### src/rtl/pattern_stream_gen.sv
// pattern_stream_gen: serial word transmitter for sequence detectors,
// with an in-line Mealy reference model of the detector's response.
module pattern_stream_gen #(
    parameter int         WIDTH      = 8,
    parameter logic [7:0] PATTERN    = 8'b0000_1101,
    parameter int         PLEN       = 4,
    parameter int         GAP_CYCLES = 1,
    parameter int         CNT_W      = 8
) (
    input  logic             clk,
    input  logic             rst,
    input  logic             load_valid,
    output logic             load_ready,
    input  logic [WIDTH-1:0] load_data,
    input  logic [3:0]       load_reps,
    input  logic             clr_cnt,
    output logic             dout,
    output logic             dout_valid,
    output logic             busy,
    output logic             match_exp,
    output logic [CNT_W-1:0] match_cnt
);
    localparam int            IW   = $clog2(WIDTH);
    localparam logic [IW-1:0] LAST = IW'(WIDTH - 1);

    localparam logic [1:0] S_IDLE  = 2'd0;
    localparam logic [1:0] S_SHIFT = 2'd1;
    localparam logic [1:0] S_GAP   = 2'd2;

    localparam logic [CNT_W-1:0] CMAX = '1;

    logic [1:0]       state;
    logic [WIDTH-1:0] word;
    logic [WIDTH-1:0] sreg;
    logic [IW-1:0]    bit_idx;
    logic [3:0]       rep_left;
    logic [3:0]       gap_cnt;
    logic [PLEN-2:0]  hist;
    logic [PLEN-1:0]  window;
    logic             final_bit;
    logic             accept;

    // Last bit of the last repetition: the only SHIFT cycle that may accept.
    assign final_bit  = (state == S_SHIFT) && (bit_idx == LAST)
                        && (rep_left <= 4'd1);
    assign load_ready = (state == S_IDLE) || ((GAP_CYCLES == 0) && final_bit);
    assign accept     = load_valid && load_ready;
    assign busy       = (state != S_IDLE);

    always_ff @(posedge clk) begin
        if (rst) begin
            state      <= S_IDLE;
            word       <= '0;
            sreg       <= '0;
            bit_idx    <= '0;
            rep_left   <= '0;
            gap_cnt    <= '0;
            dout       <= 1'b0;
            dout_valid <= 1'b0;
        end else if (accept) begin
            state      <= S_SHIFT;
            word       <= load_data;
            sreg       <= {load_data[WIDTH-2:0], 1'b0};
            bit_idx    <= '0;
            rep_left   <= (load_reps == 4'd0) ? 4'd1 : load_reps;
            dout       <= load_data[WIDTH-1];
            dout_valid <= 1'b1;
        end else begin
            unique case (state)
                S_SHIFT: begin
                    if (bit_idx != LAST) begin
                        dout    <= sreg[WIDTH-1];
                        sreg    <= {sreg[WIDTH-2:0], 1'b0};
                        bit_idx <= bit_idx + 1'b1;
                    end else if (rep_left > 4'd1) begin
                        rep_left <= rep_left - 4'd1;
                        dout     <= word[WIDTH-1];
                        sreg     <= {word[WIDTH-2:0], 1'b0};
                        bit_idx  <= '0;
                    end else begin
                        dout       <= 1'b0;
                        dout_valid <= 1'b0;
                        if (GAP_CYCLES == 0) begin
                            state <= S_IDLE;
                        end else begin
                            state   <= S_GAP;
                            gap_cnt <= 4'(GAP_CYCLES - 1);
                        end
                    end
                end
                S_GAP: begin
                    if (gap_cnt == 4'd0) state <= S_IDLE;
                    else gap_cnt <= gap_cnt - 4'd1;
                end
                default: begin
                    state      <= S_IDLE;
                    dout       <= 1'b0;
                    dout_valid <= 1'b0;
                end
            endcase
        end
    end

    // History shifts every clock, so idle zeros take part in matching.
    assign window    = {hist, dout};
    assign match_exp = (window == PATTERN[PLEN-1:0]);

    always_ff @(posedge clk) begin
        if (rst) hist <= '0;
        else hist <= window[PLEN-2:0];
    end

    always_ff @(posedge clk) begin
        if (rst || clr_cnt) begin
            match_cnt <= '0;
        end else if (match_exp && (match_cnt != CMAX)) begin
            match_cnt <= match_cnt + 1'b1;
        end
    end

endmodule
### config.mk
export PLATFORM = sky130hd
export DESIGN_NAME = pattern_stream_gen
export DESIGN_NICKNAME = d
export VERILOG_FILES = /design/src/rtl/pattern_stream_gen.sv
export SDC_FILE = /design/constraint.sdc
export NUM_CORES = 1
export LEC_CHECK = 0
export ABC_AREA = 1
export CORE_MARGIN = 1.5
export CORE_UTILIZATION = 55
export DETAILED_ROUTE_END_ITERATION = 10
export PLACE_DENSITY = 0.83
export SKIP_CTS_REPAIR_TIMING = 1
export SYNTH_ARGS = -nofsm -noshare
export SYNTH_HDL_FRONTEND = slang
export SYNTH_SLANG_ARGS = --single-unit
### constraint.sdc
create_clock -name clk -period 3.3 [get_ports clk]
set_clock_uncertainty 0.15 [all_clocks]
set_input_delay 0.825 -clock clk [delete_from_list [all_inputs] [get_ports clk]]
set_output_delay 0.825 -clock clk [all_outputs]
set_load 0.005 [all_outputs]
# After elaboration in Yosys (flattened, before gate mapping)

Index checks and enable logic that the tools add are counted.

Register bits: 42
Bits of input ports: 16
Output and inout bits: 13
Word-level logic and storage cells: 80

Add/sub/neg operators: 4
Order comparisons: 1
Equality and inequality tests: 14
Multiplexer cells: 28
Bitwise logic cells: 1
Reduce and logical (&&, ||, !) cells: 20

Operators with widths:

| operator                                                                        | count |
|---|---|
| 4-bit 2-to-1 mux                                                                | 8 |
| 8-bit 2-to-1 mux                                                                | 4 |
| 2-bit inequality test, second input constant                                    | 6 |
| 3-bit inequality test, second input constant                                    | 4 |
| 3-bit AND reduction                                                             | 4 |
| 2-bit nonzero test                                                              | 5 |
| 8-bit by 1-bit adder with 8-bit output, second input constant                   | 1 |
| 4-bit logical NOT                                                               | 2 |
| 8-bit inequality test, second input constant                                    | 1 |
| 4-bit one-hot mux with 2 select lines                                           | 1 |
| 4-bit by 1-bit subtractor with 4-bit output, second input constant              | 2 |
| 1-bit 2-to-1 mux                                                                | 7 |
| 2-bit 2-to-1 mux                                                                | 3 |
| 3-bit 2-to-1 mux                                                                | 2 |
| 5-bit AND reduction                                                             | 1 |
| 4-bit equality test, second input constant                                      | 1 |
| 4-bit by 1-bit greater-than comparator with 1-bit output, second input constant | 1 |
| 1-bit one-hot mux with 2 select lines                                           | 2 |
| 2-bit one-hot mux with 2 select lines                                           | 1 |
| 2-bit AND reduction                                                             | 2 |
| 3-bit by 1-bit adder with 3-bit output, second input constant                   | 1 |
| 3-bit nonzero test                                                              | 1 |
| 2-bit by 1-bit equality test with 1-bit output, second input constant           | 1 |
| 2-bit equality test, second input constant                                      | 1 |
| 5 further kinds                                                                 | 6 |

# Longest topological paths before layout

Word-level depth: 5
Depth in mapped cells: 11
Mapped depth without buffers: 11

# Least setup slack after synthesis

No wires, ideal clock.

Kind: input to register
Start: input load_valid
End: register dout
Library setup time: 0.117 ns
Arrival: 1.423 ns
Data required time: 3.033 ns
Setup slack: 1.610 ns
Cell stages on the path: 7
Buffers on the path: 1
Cell sequence: nand2_2 inv_1 buf_4 nand2_1 nand2_1 a21oi_1 nor2_1

Longest elaborated chain between the ends: 2
Elaborated cells on any way between the ends: 3
Those cells by class: eq/ne (1); mux (1); reduce/logical (1)

Ends and longest elaborated chain:

| element                                                                    | line | RTL |
|---|---|---|
| start: declaration                                                         | 12   | `input logic load_valid,` |
| 1-bit logical AND *                                                        | 47   | `assign accept = load_valid && load_ready;` |
| 2-bit inequality test (no source line) or 1-bit 2-to-1 mux (tied branches) | --   |  |
| end signal: assignment                                                     | 66   | `dout <= load_data[WIDTH-1];` |
| end signal: assignment                                                     | 72   | `dout <= sreg[WIDTH-1];` |
| end signal: assignment                                                     | 77   | `dout <= word[WIDTH-1];` |
| end: declaration                                                           | 17   | `output logic dout,` |

Mark *: on every way between the ends. The rest lies on a longest branch, timed or not.
A chain may end at the register's enable or synchronous reset.

# Final worst setup path

Start: register dout
End: output match_exp

Longest elaborated chain between the ends: 1

Ends and longest elaborated chain:

| element             | line | RTL |
|---|---|---|
| 4-bit equality test | 106  | `assign match_exp = (window == PATTERN[PLEN-1:0]);` |
| end: declaration    | 20   | `output logic match_exp,` |

Every way passes these cells.

==> results_dict.tcl <==
set metrics [dict create \
    total_power_mw 1.05 \
    area_growth_pct 19.3 \
    grt_setup_unrepaired "no" \
    wl_per_cell_um 11.8 \
    seq_area_frac_synth 0.394 \
    portBuffers 28 \
    synthSimpleGateAreaFrac 0.324 \
    crit_required_ps 2320 \
    grt_usage 0.227 \
    dp_hpwl_mm 3.19 \
    core_area_um2 3630 \
    place_area_um2 2410 \
    synth_nets 325 \
    wl_mm 4.46 \
    synth.distinct_cells 26 \
    synthMuxAreaShare 0 \
    drt.antenna.violating_nets 0 \
    netlist_area_um2 2080 \
    yosysTopAreaCell "dfxtp_1" \
    diodes 0 \
    die_x_um 64.5 \
    synth_area_leaders "dfxtp_1 39%, nand2_1 16%, a21oi_1 6.5%" \
    async_flop_share 0 \
    endpoint_kind "output pin" \
    final_util 0.683 \
    synth.most_common_cell "nand2_1" \
    setup.worst_path.class "flop to output pin" \
    tns_ps 0 \
    yosys-top-cells-count "87 x nand2_1, 41 x dfxtp_1, 34 x inv_1, 34 x nor2_1, 27 x a21oi_1" \
    synth_top_cell_area_share 0.394 \
    seqPwrFrac 0.520 \
    grt_max_degree 15 \
    grt_pass1_vias 1722 \
    via_count 1931 \
    finalNonFillerCells 378 \
    rows 22 \
    slew_violations 0 \
    pre_cts_ws_ps 775 \
    worstHoldPathType "flop to flop" \
    drive_gt1_frac 0.0667 \
    cts_buffers 5 \
    gp_congestion 0.823 \
    p_switching_mw 0.301 \
    synth-compound-area-share 0.123 \
    postLayoutSetupSlackWorst_ps 720 \
    fmax_mhz 388 \
    power_frac_comb 0.188 \
    drc 0 \
    io_pins 29 \
    yosys.area_share.xor_xnor 0.0168 \
    setup_viol 0 \
    power.density_nw_per_um2 421 \
    antenna_found_initial 0 \
    hold_viol_final 0 \
    clk_latency_ps 300 \
    clock-sinks 41 \
    ir_worst_vdd_v 0.000249 \
    cts_tree "done" \
    grt_pass1_wl_mm 7.53 \
    final_net_count 357 \
    maxCapViolations 0 \
    path_max_fanout 4 \
    critPathArrivalTime_ps 1610 \
    globalRouteOverflowTotal 0 \
    synth_ff_type "dfxtp_1" \
    ctsHtreeMaxLevel 2 \
    hold_slack_ps 264 \
    dp_cells 372 \
    internal_power_mw 0.746 \
    cp-start-kind "flop" \
    first_pass_iters 5 \
    min_period_ps 2580 \
    viasPerCell 5.11 \
    sw_frac_of_total 0.287 \
    syn-instance-count 299 \
    final_area_um2 2480 \
    start_util 0.573 \
    yosysWarnings 0 \
    die_area_um2 4160 \
    leakagePower_nw 1.06 \
    synth-adder-area-share 0.0601 \
    p_clk_frac 0.293 \
    root_buffer "clkbuf_8" \
    clockBufferDepth 2 \
    synth_top_family_by_area "simple AND/OR/NAND/NOR gates" \
    path_clk_slew_ps 70 \
    die-height_um 64.5 \
    syn_area_per_cell_um2 6.96 \
    post-route-period-util 0.782 \
    status "finished clean" \
    ys_ff_latch 41 \
    worstMarginPinSlew_ps 435 \
    relSlewSlack 0.709 \
    drt_iter0_drc 180 \
    synth_edf_count 0 \
]
## sequential cells by signal (all words and copies together), names as in the netlist, 2 cells and up
| signal | cells |
|---|---|
| match_cnt | 8 |
| word | 8 |
| sreg | 7 |
| gap_cnt | 4 |
| rep_left | 4 |
| bit_idx | 3 |
| hist | 3 |
| state | 2 |
## cells in the final DEF, fill, tap and decap left out, types with 2 or more instances in the layout
cell type and n:
nor2_1 34, ha_1 10, nand2_4 4, xor2_1 4
nand3_1 20, inv_1 34, buf_4 2, inv_2 2
dfxtp_1 41, clkdlybuf4s50_1 28, a22oi_1 5, nand2_2 2
nand2_1 87, a21oi_1 27, o21ai_0 14, clkbuf_8 5
## power groups by stage
stage          Sequential (mW)  Clock, mW  Combinational, mW
2_1_floorplan            0.551          0              0.138
3_3_place_gp             0.554          0              0.190
3_5_place_dp             0.555          0              0.195
4_1_cts                  0.543      0.310              0.195
5_1_grt                  0.547      0.333              0.225
6_report                 0.543      0.306              0.197
## worst max-delay path, stage by stage (launching register included)
cell             delay [ps]
dfxtp_1                 370
inv_1                   100
nor3_4                  300
clkdlybuf4s50_1         560
## path summary, 6_finish.rpt
check             startpoint          end  slack, ps  cells after the start
hold reg to reg      hist[1]      hist[2]        260                      2
hold / removal       hist[1]      hist[2]        260                      2
setup reg to reg    state[0]  rep_left[1]       1350                      7
setup / recovery        dout    match_exp        720                      3
## layer usage
layer | share of wire | vias to the layer above | wire length (um) | track usage
li1 | - | 1010 | - | -
met4 | 0.018 | 0 | 79 | 0.0665
met2 | 0.45 | 58 | 1990 | 0.361
met5 | 0 | - | 0 | 0
met3 | 0.064 | 12 | 285 | 0.0625
met1 | 0.47 | 851 | 2100 | 0.302
## cell families (layout without fill, tap and decap cells)
| logic type | count (synthesis) | in the layout |
|---|---|---|
| AND/OR/NAND/NOR | 154 | 154 |
| AO/OA/AOI/OAI | 48 | 48 |
| buffers and inverters | 42 | 73 |
| flip-flops | 41 | 41 |
| adder cells (fa/ha/maj) | 10 | 10 |
| XOR/XNOR | 4 | 4 |
## layout make-up
cell class | count | area [um^2]
Clock buffer | 5 | 68.8
Clock inverter | 1 | 5.00
Fill cell | 316 | 1150
Inverter | 37 | 141
Multi-Input combinational cell | 216 | 1090
Sequential cell | 41 | 821
Tap cell | 48 | 60.1
Timing Repair Buffer | 30 | 295
Power figures use the tool's default switching activity.
